File: config.mk
export PLATFORM = sky130hd
export DESIGN_NAME = led_show_sequencer_flat
export DESIGN_NICKNAME = d
export VERILOG_FILES = /design/src/rtl/led_show_sequencer_if.sv /design/src/rtl/led_show_sequencer.sv /design/src/flat_wrapper.sv
export SDC_FILE = /design/constraint.sdc
export NUM_CORES = 1
export LEC_CHECK = 0
export CAP_MARGIN = 15
export CORE_MARGIN = 2
export CORE_UTILIZATION = 60
export CTS_BUF_LIST = sky130_fd_sc_hd__clkbuf_4
export DETAILED_ROUTE_END_ITERATION = 10
export GPL_TIMING_DRIVEN = 0
export PLACE_DENSITY = 0.8
export SYNTH_ARGS = -nofsm -noshare
export SYNTH_HDL_FRONTEND = slang
export SYNTH_SLANG_ARGS = --single-unit
File: constraint.sdc
create_clock -name i_clk -period 3.2 [get_ports i_clk]
set_input_delay 0.64 -clock i_clk [delete_from_list [all_inputs] [get_ports i_clk]]
set_output_delay 0.64 -clock i_clk [all_outputs]
set_load 0.02 [all_outputs]
File: src/rtl/led_show_sequencer_if.sv
// Handshake bundle between the board-button logic, the show sequencer and the LED datapath.
interface led_show_sequencer_if;
    logic       start;
    logic       stop;
    logic       skip;
    logic       ss;
    logic [1:0] mode;
    logic       busy;
    logic       pass_done;

    modport master (
        output start, stop, skip,
        input  ss, mode, busy, pass_done
    );

    modport slave (
        input  start, stop, skip,
        output ss, mode, busy, pass_done
    );
endinterface

File: src/rtl/led_show_sequencer.sv
// Autonomous step/mode sequencer for the 8-LED pattern datapath.
// Optional feature macro: SEQ_HOLD_EN (frozen display for HOLD_TICKS ticks between modes).
module led_show_sequencer #(
    parameter int DIV        = 12_500_000,
    parameter int REPEAT     = 2
`ifdef SEQ_HOLD_EN
    ,
    parameter int HOLD_TICKS = 4
`endif
) (
    input  logic                 i_clk,
    input  logic                 i_reset,
    led_show_sequencer_if.slave  bus
);
    localparam int PRE_W  = (DIV > 1) ? $clog2(DIV) : 1;
    localparam int PASS_W = (REPEAT > 1) ? $clog2(REPEAT) : 1;

    localparam logic [1:0] S_IDLE = 2'd0;
    localparam logic [1:0] S_RUN  = 2'd1;
`ifdef SEQ_HOLD_EN
    localparam logic [1:0] S_HOLD = 2'd2;
    localparam int HOLD_W = (HOLD_TICKS > 1) ? $clog2(HOLD_TICKS) : 1;
    logic [HOLD_W-1:0] r_hold_cnt;
`endif

    logic [1:0]        r_state;
    logic [PRE_W-1:0]  r_pre;
    logic [2:0]        r_step_cnt;
    logic [PASS_W-1:0] r_pass_cnt;
    logic              r_adv;
    logic              r_skip;
    logic              r_ss;
    logic [1:0]        r_mode;
    logic              r_pass_done;

    logic              w_tick;
    logic [2:0]        w_len_last;
    logic              w_last_pass;

    assign w_tick      = (r_state != S_IDLE) && (r_pre == PRE_W'(DIV - 1));
    assign w_len_last  = r_mode[1] ? 3'd3 : 3'd7;
    assign w_last_pass = (r_pass_cnt == PASS_W'(REPEAT - 1));

    always_ff @(posedge i_clk or negedge i_reset) begin
        if (!i_reset) begin
            r_state     <= S_IDLE;
            r_pre       <= '0;
            r_step_cnt  <= '0;
            r_pass_cnt  <= '0;
            r_adv       <= 1'b0;
            r_skip      <= 1'b0;
            r_ss        <= 1'b0;
            r_mode      <= 2'd0;
            r_pass_done <= 1'b0;
`ifdef SEQ_HOLD_EN
            r_hold_cnt  <= '0;
`endif
        end else begin
            r_ss        <= 1'b0;
            r_pass_done <= 1'b0;
            if (bus.stop) begin
                r_state    <= S_IDLE;
                r_pre      <= '0;
                r_step_cnt <= '0;
                r_pass_cnt <= '0;
                r_adv      <= 1'b0;
                r_skip     <= 1'b0;
`ifdef SEQ_HOLD_EN
                r_hold_cnt <= '0;
`endif
            end else if (r_state == S_IDLE) begin
                if (bus.start) begin
                    // Prescaler starts at 1 so the first strobe lands exactly DIV cycles after start.
                    r_state    <= S_RUN;
                    r_pre      <= PRE_W'(1);
                    r_step_cnt <= '0;
                    r_pass_cnt <= '0;
                    r_mode     <= 2'd0;
                    r_adv      <= 1'b0;
                    r_skip     <= 1'b0;
                end
            end else begin
                r_pre  <= w_tick ? '0 : r_pre + PRE_W'(1);
                r_skip <= (w_tick ? 1'b0 : r_skip) | bus.skip;
                if (w_tick) begin
                    if (r_state == S_RUN) begin
                        r_ss <= 1'b1;
                        if (r_adv || r_skip) begin
                            r_mode     <= r_mode + 2'd1;
                            r_step_cnt <= 3'd1;
                            r_pass_cnt <= '0;
                            r_adv      <= 1'b0;
                        end else if (r_step_cnt == w_len_last) begin
                            r_pass_done <= 1'b1;
                            r_step_cnt  <= '0;
                            if (w_last_pass) begin
                                r_pass_cnt <= '0;
`ifdef SEQ_HOLD_EN
                                r_state    <= S_HOLD;
                                r_hold_cnt <= '0;
`else
                                r_adv      <= 1'b1;
`endif
                            end else begin
                                r_pass_cnt <= r_pass_cnt + PASS_W'(1);
                            end
                        end else begin
                            r_step_cnt <= r_step_cnt + 3'd1;
                        end
                    end
`ifdef SEQ_HOLD_EN
                    else if (r_state == S_HOLD) begin
                        // A pending skip cuts the hold short with the advancing strobe itself.
                        if (r_skip) begin
                            r_state    <= S_RUN;
                            r_ss       <= 1'b1;
                            r_mode     <= r_mode + 2'd1;
                            r_step_cnt <= 3'd1;
                            r_pass_cnt <= '0;
                        end else if (r_hold_cnt == HOLD_W'(HOLD_TICKS - 1)) begin
                            r_state <= S_RUN;
                            r_adv   <= 1'b1;
                        end else begin
                            r_hold_cnt <= r_hold_cnt + HOLD_W'(1);
                        end
                    end
`endif
                end
            end
        end
    end

    assign bus.ss        = r_ss;
    assign bus.mode      = r_mode;
    assign bus.busy      = (r_state != S_IDLE);
    assign bus.pass_done = r_pass_done;
endmodule

File: src/flat_wrapper.sv
// flat-port wrapper written by rule: the top's interface ports become plain ports
module led_show_sequencer_flat 
#(
    parameter int DIV        = 12_500_000,
    parameter int REPEAT     = 2

)
  (i_clk, i_reset, bus_start, bus_stop, bus_skip, bus_ss, bus_mode, bus_busy, bus_pass_done);
  led_show_sequencer_if bus_i ();
  input  logic i_clk;
  input  logic i_reset;
  input wire logic [$bits(bus_i.start)-1:0] bus_start;
  input wire logic [$bits(bus_i.stop)-1:0] bus_stop;
  input wire logic [$bits(bus_i.skip)-1:0] bus_skip;
  output wire logic [$bits(bus_i.ss)-1:0] bus_ss;
  output wire logic [$bits(bus_i.mode)-1:0] bus_mode;
  output wire logic [$bits(bus_i.busy)-1:0] bus_busy;
  output wire logic [$bits(bus_i.pass_done)-1:0] bus_pass_done;
  assign bus_i.start = bus_start;
  assign bus_i.stop = bus_stop;
  assign bus_i.skip = bus_skip;
  assign bus_ss = bus_i.ss;
  assign bus_mode = bus_i.mode;
  assign bus_busy = bus_i.busy;
  assign bus_pass_done = bus_i.pass_done;
  led_show_sequencer #(.DIV(DIV), .REPEAT(REPEAT)) u_core (.i_clk(i_clk), .i_reset(i_reset), .bus(bus_i));
endmodule
Word-level counts from Yosys, hierarchy flattened
Cells that the tools add are included.
- flip-flop bits (word level): 36
- input bits: 5
- output and inout bits: 5
- word-level logic and storage cells: 86
- $add $sub $neg: 4
- eq/ne operators: 5
- mux-type cells: 48
- bitwise gates (word level): 2
- reductions and logical operators: 18
- operator list (cell ; count):
    $mux W24 ; 4
    $mux W1 ; 28
    $add A24 B1 Y24 const B ; 1
    $eq A24 B24 Y1 const B ; 1
    $mux W3 ; 8
    $mux W2 ; 8
    $reduce_bool A2 Y1 ; 6
    $reduce_and A5 Y1 ; 2
    $reduce_bool A4 Y1 ; 2
    $reduce_bool A3 Y1 ; 2
    $reduce_and A4 Y1 ; 1
    $add A3 B1 Y3 const B ; 1
    $eq A3 B3 Y1 ; 1
    $ne A3 B3 Y1 const B ; 1
    $reduce_and A3 Y1 ; 1
    $add A2 B1 Y2 const B ; 1
    $eq A2 B1 Y1 const B ; 1
    $logic_not A2 Y1 ; 1
    $ne A2 B2 Y1 const B ; 1
    $reduce_and A2 Y1 ; 1
    $add A1 B1 Y1 const B ; 1
    $logic_and A1 B1 Y1 ; 1
    $logic_or A1 B1 Y1 ; 1
    $not A1 Y1 ; 1
    $or A1 B1 Y1 ; 1

Logic depth before layout (Yosys ltp)
Gate-level depths: netlist of run 1.
- depth in word-level cells: 8
- depth in mapped cells: 8

Least setup slack after synthesis of run 1
Ideal clock, no wire load.
- path kind: input to register
- from: input bus_stop
- to: register u_core.r_pre[18]
- setup time: 0.090 ns
- data arrival time: 1.742 ns
- required time: 3.110 ns
- slack: 1.368 ns
- stages on the path: 5
- buffers on the path: 1
- path through: clkbuf_1 nor2b_1 o21ai_4 or4_1 o221ai_1
- longest elaborated chain between the ends: 1
- elaborated cells on any way between the ends: 2
- ends and longest elaborated chain (what ; line ; source):
    start: declaration ; flat_wrapper.sv:13 ; input wire logic [$bits(bus_i.stop)-1:0] bus_stop;
    $ne A3 B3 Y1 (no source line) / $mux W24 (equally long branches) ; - ;
    end signal: assignment ; led_show_sequencer.sv:83 ; r_pre <= w_tick ? '0 : r_pre + PRE_W'(1);
    end: declaration ; led_show_sequencer.sv:27 ; logic [PRE_W-1:0] r_pre;
Several ways; a longest one is shown, not always the timed one.
A chain may end at the register's enable or synchronous reset.

Worst setup path after layout of run 1
- from: register u_core.r_pre[0]
- to: register u_core.r_step_cnt[1]
- longest elaborated chain between the ends: 4
- ends and longest elaborated chain (what ; line ; source):
    $eq A24 B24 Y1 ; led_show_sequencer.sv:40 ; assign w_tick = (r_state != S_IDLE) && (r_pre == PRE_W'(DIV - 1));
    $logic_and A1 B1 Y1 ; led_show_sequencer.sv:40 ;
    $reduce_bool A3 Y1 (no source line) ; - ;
    $reduce_and A3 Y1 (no source line) ; - ;
    end signal: assignment ; led_show_sequencer.sv:108 ; r_step_cnt <= r_step_cnt + 3'd1;
    end: declaration ; led_show_sequencer.sv:28 ; logic [2:0] r_step_cnt;
Every way passes these cells.

==> flow_metrics.tcl, run 1 <==
set metrics [dict create \
    status "finished clean" \
    slew_viol_final 0 \
    synth_area_um2 2030 \
    synth_top_area_cell "dfrtp_1" \
    syn_inst 220 \
    wl_per_cell_um 16.9 \
    postCtsResizedCells 0 \
    hold_viol 0 \
    r2r-start "u_core.r_pre[0]$_DFFE_PN0P_" \
    fillers 277 \
    wl_mm 4.76 \
    overflow 0 \
    final_util_pct 67.5 \
    ant_nets 0 \
    ctsHoldBuffers 0 \
    drc 0 \
    start_util_pct 61.7 \
    clk_latency_ns 0.35 \
    core_area_um2 3280 \
    h-tree-depth 2 \
    syn2layout_area_growth_pct 9.39 \
    cp_num_buf_inv 2 \
    vias 1819 \
    grt_util_all_layers_pct 26.5 \
    critPathMaxFanout 10 \
    grt_pass1_wl_mm 8.11 \
    start_kind "register" \
    nets 242 \
    root_buffer "clkbuf_4" \
    finalPower_mw 0.804 \
    grt_antenna_before_repair 0 \
    dieHeight_um 62.1 \
    period_needed_ns 2.13 \
    whs_ns 0.354 \
    synth.distinct_cells 50 \
    setup_viol 0 \
    antenna_cells 0 \
    die_area_um2 3860 \
    vias_per_cell 6.45 \
    yosysWarnings 0 \
    fin_crit_sh_pct 66.6 \
    maxCapViolCount 0 \
    worst_setup_hold_path_clk_slew_ns 0.11 \
    slowest_stage "dfrtp_1" \
    cts_made_buffers 5 \
    placed_area_um2 2160 \
    synth-seq-cells 35 \
    first_iter_violations 273 \
    finish.instance_area_um2 2220 \
    ctsLongestPathBuffers 2 \
    hold_path.class "input pin to async pin" \
    clock-sinks 35 \
    place_congestion 0.863 \
    max_slew_margin_pct 26.9 \
    leakagePower_nw 0.919 \
    ir_worst_vdd_mv 0.273 \
    cp_top_family "compound AO/OA/AOI/OAI gates" \
    cts_tree "yes" \
    rsz0062_at_grt "no" \
    firstDrtPassIters 4 \
    drive_gt1_share_pct 14.0 \
    finalSetupTns_ns 0 \
    path_cells "ha_1, and4_1, buf_2, and3_1, a21oi_4, buf_2, o21ai_0, o21ai_0" \
    power_density_nw_per_um2 363 \
    synth_edf_count 0 \
    yosys-top-cells-area "dfrtp_1, a22o_1, nor3_1" \
    row_count 21 \
    ys_seq_area_share_pct 43.2 \
    finClkSkew_ns 0.00941 \
    yosys.area.top_type_share_pct 43.2 \
    dp_hpwl_mm 3.34 \
    synth_nets 227 \
    first_global_vias 1788 \
    die_w_um 62.1 \
    cts_setup_buffers 0 \
    syn_area_per_cell_um2 9.21 \
    crit_type "register to register" \
    ys.flop_type "dfrtp_1" \
    crit_required_ns 3.47 \
    tightestPinTransition_ns 1.09 \
    crit_arrival_ns 2.40 \
    io_buffers 8 \
    max_stage_delay_ns 0.44 \
    cp-end-kind "register" \
    startpoint "u_core.r_pre[0]$_DFFE_PN0P_" \
    grt_start_max_net_pins 36 \
    async_reset_ff_share_pct 100 \
    clock.fmax_ghz 0.469 \
    io-pin-count 10 \
]
-- kinds of logic (layout without fill, tap and decap cells) --
logic type | after synthesis | in the layout | share of synthesized area [%]
AND/OR/NAND/NOR | 91 | 91 | 25.8
AO/OA/AOI/OAI | 68 | 68 | 23.0
flip-flops | 35 | 35 | 43.2
buffers and inverters | 21 | 37 | 5.37
adder cells (fa/ha/maj) | 2 | 2 | 1.24
XOR/XNOR | 2 | 2 | 0.865
multiplexers | 1 | 1 | 0.494
-- area by class of cell --
cell class | count | area (um2) | share of cell area [%]
plain buffers | 13 | 78.8 | 3.56
clock buffers | 7 | 52.6 | 2.37
clock inverters | 1 | 5.00 | 0.226
inverters | 8 | 30.0 | 1.36
multi-input cells | 164 | 1040 | 47.0
flip-flops and latches | 35 | 876 | 39.5
well taps | 46 | 57.6 | 2.60
repair buffers | 8 | 75.1 | 3.39
-- per-layer routing --
metal  wire, um  track usage (%)  share of wire (%)  up-vias
met4         89             12.2                1.9        0
met2       2320             42.3                 49       62
met3        233             4.89                4.9       12
met1       2110             35.4                 44      883
met5          0                0                  0        -
li1           -                -                  -      862
-- layout by cell type, fill, tap and decap left out, types with 4 or more instances in the layout --
cell / instances
nand4_1: 4
clkdlybuf4s50_1: 7
a21oi_1: 7
buf_2: 7
inv_1: 8
a22o_1: 10
nor2_1: 16
nor4_1: 4
and3_1: 5
nand2_1: 17
dfrtp_1: 35
nand3_1: 7
nor3_1: 16
o21ai_0: 15
o21ai_1: 9
a31oi_1: 10
clkbuf_4: 7
-- flip-flops by register name (all words and copies together) (netlist names) --
| signal | count |
|---|---|
| u_core.bus.pass_done | 1 |
| u_core.r_pass_cnt | 1 |
| u_core.r_skip | 1 |
| u_core.r_state | 1 |
| u_core.bus.mode | 2 |
| u_core.r_adv | 1 |
| u_core.r_pre | 24 |
| u_core.bus.ss | 1 |
| u_core.r_step_cnt | 3 |
-- power breakdown --
| part | total (mW) | switching (mW) | internal (mW) |
|---|---|---|---|
| logic | 0.0904 | 0.0591 | 0.0314 |
| clock network | 0.256 | 0.153 | 0.103 |
| registers | 0.458 | 0.00802 | 0.450 |
| total | 0.804 | 0.220 | 0.584 |
-- final timing paths --
path                                               endpoint  slack (ns)  depth (start not counted)
max                        u_core.r_step_cnt[1]$_DFFE_PN0P_        1.07                          8
min                            u_core.r_pre[16]$_DFFE_PN0P_        0.35                          1
max reg2reg                u_core.r_step_cnt[1]$_DFFE_PN0P_        1.07                          8
min reg2reg                   u_core.r_pass_cnt$_DFFE_PN0P_        0.50                          1
max in group asynchronous    u_core.bus.mode[0]$_DFFE_PN0P_        2.35                          1
min in group i_clk            u_core.r_pass_cnt$_DFFE_PN0P_        0.50                          1
-- stage by stage --
| stage | worst slack (ns) | cells |
|---|---|---|
| after floorplan | 1.37 | 220 |
| after global placement | 0.748 | 274 |
| after detailed placement | 0.757 | 274 |
| after CTS | 1.08 | 282 |
| after global routing | 0.900 | 282 |
| final | 1.07 | 282 |
-- cell usage after synthesis, types with 2 or more instances --
cell type,number
o21ai_0,15
inv_1,8
o21ai_1,9
nor4b_2,2
nor3_1,16
buf_6,2
nand4_1,4
dfrtp_1,35
ha_1,2
a31oi_1,10
nor2_1,16
buf_2,6
nand2b_1,2
buf_4,2
o21a_1,2
nor3_2,2
clkbuf_1,3
nor4_1,4
a22o_1,10
or3_1,3
a221o_1,3
nand3_1,7
o311a_1,2
a21o_1,2
a41oi_1,2
a21oi_1,7
and3_1,5
nand2_1,17
Power figures use the tool's default switching activity.
==> run 2, diff against run 1 <==
--- a/config.mk
+++ b/config.mk
@@ -7,11 +7,11 @@
 export LEC_CHECK = 0
 export CAP_MARGIN = 15
 export CORE_MARGIN = 2
-export CORE_UTILIZATION = 60
+export CORE_UTILIZATION = 56
 export CTS_BUF_LIST = sky130_fd_sc_hd__clkbuf_4
 export DETAILED_ROUTE_END_ITERATION = 10
 export GPL_TIMING_DRIVEN = 0
-export PLACE_DENSITY = 0.8
+export PLACE_DENSITY = 0.78
 export SYNTH_ARGS = -nofsm -noshare
 export SYNTH_HDL_FRONTEND = slang
 export SYNTH_SLANG_ARGS = --single-unit
==> constraint.sdc (replaced) <==
create_clock -name i_clk -period 1.8 [get_ports i_clk]
set_input_delay 0.36 -clock i_clk [delete_from_list [all_inputs] [get_ports i_clk]]
set_output_delay 0.36 -clock i_clk [all_outputs]
set_load 0.02 [all_outputs]
==> run 2 against run 1 <==
Effect of this change:
- the flow now finishes with violations (setup timing)
- maximum frequency increased by 12%
- final cell count up 7.8%
- clock power rose by 67%
- sequential power is 78% higher
==> flow_metrics.tcl, run 2 (synthesis results as in run 1) <==
set metrics [dict create \
    status "finished, violations left" \
    violations "setup timing" \
    ctsLongestPathBuffers 2 \
    power_frac_seq_pct 56.1 \
    clock.fmax_ghz 0.524 \
    placed_area_um2 2160 \
    cp-end-kind "register" \
    fillers 234 \
    fin_crit_sh_pct 106 \
    vias 1958 \
    dieHeight_um 64.1 \
    crit_path_end "u_core.r_pre[22]$_DFFE_PN0P_" \
    worst_setup_hold_path_clk_slew_ns 0.11 \
    io_buffers 8 \
    finClkSkew_ns 0.00945 \
    rsz0062_at_grt "yes" \
    drive_gt1_share_pct 29.1 \
    leakagePower_nw 1.06 \
    io-pin-count 10 \
    finish.instance_area_um2 2560 \
    crit_type "register to register" \
    path_cells "ha_4, nand4_1, or3_4, buf_6, nor4_2, xnor2_1, o21ai_1" \
    place_congestion 0.833 \
    overflow 0 \
    root_buffer "clkbuf_4" \
    dp_slack_ns -0.407 \
    antenna_cells 0 \
    first_iter_violations 126 \
    largest_reg_flops 24 \
    crit_required_ns 2.04 \
    dp_hpwl_mm 3.03 \
    slew_viol_final 0 \
    cts_tree "yes" \
    clock-sinks 35 \
    p_comb_share_pct 14.6 \
    first_global_vias 1728 \
    grt_start_max_net_pins 36 \
    cp_num_buf_inv 1 \
    switchingPower_mw 0.406 \
    h-tree-depth 2 \
    wl_mm 5.32 \
    grt_util_all_layers_pct 26.5 \
    grt_pass1_wl_mm 8.36 \
    startpoint "u_core.r_pre[0]$_DFFE_PN0P_" \
    start_util_pct 59.3 \
    worst_slack_ns -0.109 \
    clk_latency_ns 0.34 \
    reg2reg_depth 7 \
    crit_cells 7 \
    vias_per_cell 6.44 \
    r2r-start "u_core.r_pre[0]$_DFFE_PN0P_" \
    hold_viol 0 \
    cp_top_family "simple AND/OR/NAND/NOR gates" \
    dp.cells 274 \
    mostFrequentLayoutCell "dfrtp_1" \
    period_needed_ns 1.91 \
    finalNonFillerCells 304 \
    cts_made_buffers 5 \
    start_kind "register" \
    grt_antenna_before_repair 0 \
    row_count 21 \
    power_density_nw_per_um2 569 \
    rrSetupSlack_ns -0.11 \
    nets 264 \
    ctsHoldBuffers 0 \
    max_slew_margin_pct 47.6 \
    clkPwrFrac_pct 29.3 \
    largest_register "u_core.r_pre" \
    ir_worst_vdd_mv 0.447 \
    slowest_stage "dfrtp_1" \
    drc 0 \
    hold_path.class "input pin to async pin" \
    maxCapViolCount 0 \
    ant_nets 0 \
    p_int_mw 1.05 \
    max_stage_delay_ns 0.44 \
    tightestPinTransition_ns 0.787 \
    p_sw_share_pct 27.9 \
    crit_arrival_ns 2.15 \
    firstDrtPassIters 5 \
    wl_per_cell_um 17.5 \
    core_area_um2 3420 \
    die_w_um 64.1 \
    final_cell_mix "dfrtp_1, buf_4, nand2_1, nor3_1" \
    critPathMaxFanout 10 \
    syn2layout_area_growth_pct 26.3 \
    setup_viol 29 \
    r2r_end "u_core.r_pre[22]$_DFFE_PN0P_" \
    whs_ns 0.0836 \
    die_area_um2 4110 \
]
[run 2: changes by cell type in the layout (fill, tap and decap cells not counted), moves of 3 or more]
cell / before / now
o21ai_0: 15 / 12
a21oi_1: 7 / 4
a21oi_2: 0 / 3
dfrtp_1: 35 / 32
buf_2: 7 / 2
buf_4: 2 / 17
buf_6: 2 / 14
dfrtp_2: 0 / 3
[run 2: power by group through the flow]
| stage | Clock (mW) | Sequential [mW] | Combinational [mW] |
|---|---|---|---|
| 5_1_grt | 0.459 | 0.817 | 0.233 |
| 3_5_place_dp | 0 | 0.829 | 0.160 |
| 3_3_place_gp | 0 | 0.829 | 0.160 |
| 2_1_floorplan | 0 | 0.836 | 0.0880 |
| 4_1_cts | 0.426 | 0.814 | 0.190 |
| 6_report | 0.427 | 0.816 | 0.213 |
[run 2: stage by stage]
step	power [mW]	TNS (ns)	utilization, %
after global routing	1.51	-3.33	74.9
final	1.46	-1.69	74.9
after detailed placement	0.989	-6.46	63.2
after CTS	1.43	-0.305	70.8
after global placement	0.988	-20.47	63.3
after floorplan	0.924	0	-
[run 2: worst reg2reg max path: stages, from the launching register on]
cell and delay, ns:
dfrtp_1 0.44, ha_4 0.20, nand4_1 0.13, or3_4 0.44, buf_6 0.16, nor4_2 0.20
xnor2_1 0.17, o21ai_1 0.08
[run 2: area by class of cell]
| class | count | area, um2 | share of cell area [%] |
|---|---|---|---|
| Inverter | 8 | 30.0 | 1.17 |
| Timing Repair Buffer | 30 | 265 | 10.4 |
| Tap cell | 46 | 57.6 | 2.25 |
| Multi-Input combinational cell | 164 | 1160 | 45.4 |
| Clock buffer | 6 | 45.0 | 1.76 |
| Buffer | 13 | 111 | 4.35 |
| Sequential cell | 35 | 880 | 34.4 |
| Clock inverter | 2 | 7.51 | 0.293 |
[run 2: what timing repair did]
| action | 4_1_cts | 5_1_grt |
|---|---|---|
| gates resized for setup | 25 | 26 |
| hold endpoints to repair | 0 | 0 |
| endpoints found under the setup margin | 32 | 30 |
| cloned | 2 | 0 |
| setup buffers | 12 | 8 |
| pin swaps | 8 | 23 |
[run 2: worst min path at each step]
stage	startpoint	end	slack [ns]	cells past startpoint
after floorplan	i_reset	u_core.bus.mode[0]$_DFFE_PN0P_	0.06	0
after global placement	u_core.r_pass_cnt$_DFFE_PN0P_	u_core.r_pass_cnt$_DFFE_PN0P_	0.48	1
after detailed placement	u_core.r_pass_cnt$_DFFE_PN0P_	u_core.r_pass_cnt$_DFFE_PN0P_	0.47	1
after CTS	i_reset	u_core.r_pre[9]$_DFFE_PN0P_	0.11	1
after global routing	i_reset	u_core.r_pre[9]$_DFFE_PN0P_	0.15	1
final	i_reset	u_core.r_pre[17]$_DFFE_PN0P_	0.08	1
[run 2: per-layer routing]
metal | part of all wire [%] | global-route usage (%) | vias up
li1 | - | - | 905
met1 | 43 | 35.6 | 968
met2 | 49 | 42.7 | 78
met3 | 6.3 | 4.75 | 7
met4 | 1.5 | 10.6 | 0
met5 | 0 | 0 | -
==> run 3, diff against run 2 <==
--- a/config.mk
+++ b/config.mk
@@ -5,13 +5,14 @@
 export SDC_FILE = /design/constraint.sdc
 export NUM_CORES = 1
 export LEC_CHECK = 0
+export ABC_AREA = 1
 export CAP_MARGIN = 15
 export CORE_MARGIN = 2
-export CORE_UTILIZATION = 56
+export CORE_UTILIZATION = 57
 export CTS_BUF_LIST = sky130_fd_sc_hd__clkbuf_4
 export DETAILED_ROUTE_END_ITERATION = 10
 export GPL_TIMING_DRIVEN = 0
-export PLACE_DENSITY = 0.78
+export PLACE_DENSITY = 0.79
 export SYNTH_ARGS = -nofsm -noshare
 export SYNTH_HDL_FRONTEND = slang
 export SYNTH_SLANG_ARGS = --single-unit
==> run 3 against run 2 <==
Effect of this change:
- the run now ends clean
- global-route usage rose by 1.7 points
- critical path type is now register to primary output
- synthesized area rose by 14%
- cell area decreased by 0.59%
- critical path depth fell by 6
- power decreased by 3.0%
- via count grew 14%
- worst setup slack better by 0.18 ns
- largest power group unchanged
- maximum frequency grew 10%
- die area increased by 12%
- final cell count rose by 34%
- largest cell class unchanged
- critical endpoint is now bus_mode[0]
==> flow_metrics.tcl, run 3 <==
set metrics [dict create \
    status "finished clean" \
    crit_arrival_ns 1.37 \
    synth_edf_count 0 \
    place_congestion 0.924 \
    syn_inst 341 \
    cts_tree "yes" \
    max_stage_delay_ns 0.62 \
    first_global_vias 2166 \
    hold_path.class "input pin to async pin" \
    syn_area_per_cell_um2 6.80 \
    ctsLongestPathBuffers 2 \
    crit_type "register to primary output" \
    final_util_pct 64.5 \
    synth_top_area_cell "dfrtp_1" \
    yosys-top-cells-area "dfrtp_1, nand2_1, nand3_1" \
    placed_area_um2 2470 \
    critPathMaxFanout 4 \
    ys_seq_area_share_pct 37.8 \
    synthTopCellsByCount "nand2_1, inv_1, nor2_1, dfrtp_1, nand3_1" \
    antenna_cells 0 \
    drc 0 \
    fin_crit_sh_pct 96.1 \
    worst_slack_ns 0.0705 \
    path_cells "clkdlybuf4s50_1" \
    ir_worst_vdd_mv 0.358 \
    final_cell_mix "nand2_1, inv_1, nor2_1, dfrtp_1, nand3_1" \
    setup_viol 0 \
    worst_setup_hold_path_clk_slew_ns 0.11 \
    dieHeight_um 67.8 \
    mostFrequentLayoutCell "nand2_1" \
    max_slew_margin_pct 47.1 \
    root_buffer "clkbuf_4" \
    cts_made_buffers 5 \
    synth_area_um2 2320 \
    ant_nets 0 \
    slew_viol_final 0 \
    hold_viol 0 \
    grt_start_max_net_pins 36 \
    wl_mm 5.55 \
    wl_per_cell_um 13.6 \
    drive_gt1_share_pct 11.7 \
    dp.cells 400 \
    power_density_nw_per_um2 555 \
    clock-sinks 35 \
    dp_hpwl_mm 4.05 \
    nets 365 \
    largest_register "u_core.r_pre" \
    core_area_um2 3940 \
    die_area_um2 4590 \
    row_count 23 \
    grt_pass1_wl_mm 9.72 \
    cp-end-kind "primary output" \
    cp_num_buf_inv 1 \
    largest_reg_flops 24 \
    synthMuxAreaShare_pct 0 \
    ys.flop_type "dfrtp_1" \
    async_reset_ff_share_pct 100 \
    first_iter_violations 211 \
    yosys.area_share.simple_pct 44.1 \
    synth-xor-area-share_pct 1.89 \
    synth.distinct_cells 26 \
    yosys.area.top_type_share_pct 37.8 \
    firstDrtPassIters 5 \
    start_kind "register" \
    synth-seq-cells 35 \
    vias_per_cell 5.48 \
    crit_required_ns 1.44 \
    slowest_stage "clkdlybuf4s50_1" \
    die_w_um 67.8 \
    cp_top_family "buffers and inverters" \
    maxCapViolCount 0 \
    synth_adder_area_share_pct 1.08 \
    h-tree-depth 2 \
    io_buffers 9 \
    rsz0062_at_grt "no" \
    dp_slack_ns -0.200 \
    syn2layout_area_growth_pct 9.71 \
    tightestPinTransition_ns 0.794 \
    finalNonFillerCells 408 \
    finClkSkew_ns 0.00929 \
    overflow 0 \
    clock.fmax_ghz 0.578 \
    grt_util_all_layers_pct 28.3 \
    fillers 362 \
    grt_antenna_before_repair 0 \
    yosysWarnings 0 \
    io-pin-count 10 \
    synth_top_family_by_area "simple AND/OR/NAND/NOR gates" \
    finish.instance_area_um2 2540 \
    period_needed_ns 1.73 \
    synth_compound_area_share_pct 6.85 \
    synth_nets 348 \
    clk_latency_ns 0.34 \
    synth_most_common_cell "nand2_1" \
    vias 2236 \
    leakagePower_nw 1.15 \
    start_util_pct 58.8 \
]
## run 3: cell count changes in the layout (fill, tap and decap cells not counted), sizes merged, moves of 15 or more
cell / change
inv: +36
buf: -27
nand2: +96
nand3: +25
nor3: -15
nor2: +39
## run 3: kinds of logic after synthesis
logic type                 after synthesis
and+or+nand+nor                        223
buffers and inverters                   48
DFF                                     35
AOI/OAI and AO/OA                       28
xor gates and xnor gates                 5
adders and majority gates                2
## run 3: layout make-up
class	instances	area [um2]	share of cell area (%)
buffer	4	27.5	1.08
clock buffer	5	37.5	1.48
clock inverter	2	8.76	0.344
inverter	44	165	6.49
multi-input combinational	258	1270	49.9
sequential	35	877	34.5
tap	50	62.6	2.46
timing repair buffer	10	95.1	3.74
## run 3: power breakdown
| group | internal (mW) | switching (mW) |
|---|---|---|
| registers | 0.805 | 0.0205 |
| clock network | 0.139 | 0.275 |
| logic | 0.0610 | 0.113 |
| total | 1.00 | 0.408 |
## run 3: final timing paths
check                           cells past startpoint                           start                               end  slack, ns
worst min register to register                      2        u_core.r_adv$_DFFE_PN0P_          u_core.r_adv$_DFFE_PN0P_       0.50
worst max-delay path                                1  u_core.bus.mode[0]$_DFFE_PN0P_                       bus_mode[0]       0.07
worst min-delay path                                1                         i_reset      u_core.r_pre[18]$_DFFE_PN0P_       0.09
min in group i_clk                                  2        u_core.r_adv$_DFFE_PN0P_          u_core.r_adv$_DFFE_PN0P_       0.50
max in group asynchronous                           1                         i_reset       u_core.r_pre[0]$_DFFE_PN0P_       1.16
worst max register to register                     10     u_core.r_pre[0]$_DFFE_PN0P_  u_core.r_step_cnt[2]$_DFFE_PN0P_       0.20
## run 3: what timing repair did
item	4_1_cts	5_1_grt
setup buffers	0	1
resized for setup	1	5
hold buffers	0	0
pin swaps	0	1
setup endpoints to repair	1	24
## run 3: metrics by stage
| step | TNS (ns) | power (mW) | hold slack (ns) |
|---|---|---|---|
| floorplan | 0 | 0.933 | 0.0644 |
| global placement | -17.64 | 1.01 | 0.462 |
| detailed placement | -2.96 | 1.01 | 0.477 |
| CTS | 0 | 1.42 | 0.114 |
| global route | 0 | 1.48 | 0.146 |
| finish | 0 | 1.41 | 0.0873 |
## run 3: routing by layer
layer  routed length (um)  GRT usage [%]  share of wire [%]
met4                  119           9.25                2.1
met5                    0              0                  0
met1                 2420           35.7                 44
met3                  328           4.67                5.9
met2                 2680           49.0                 48
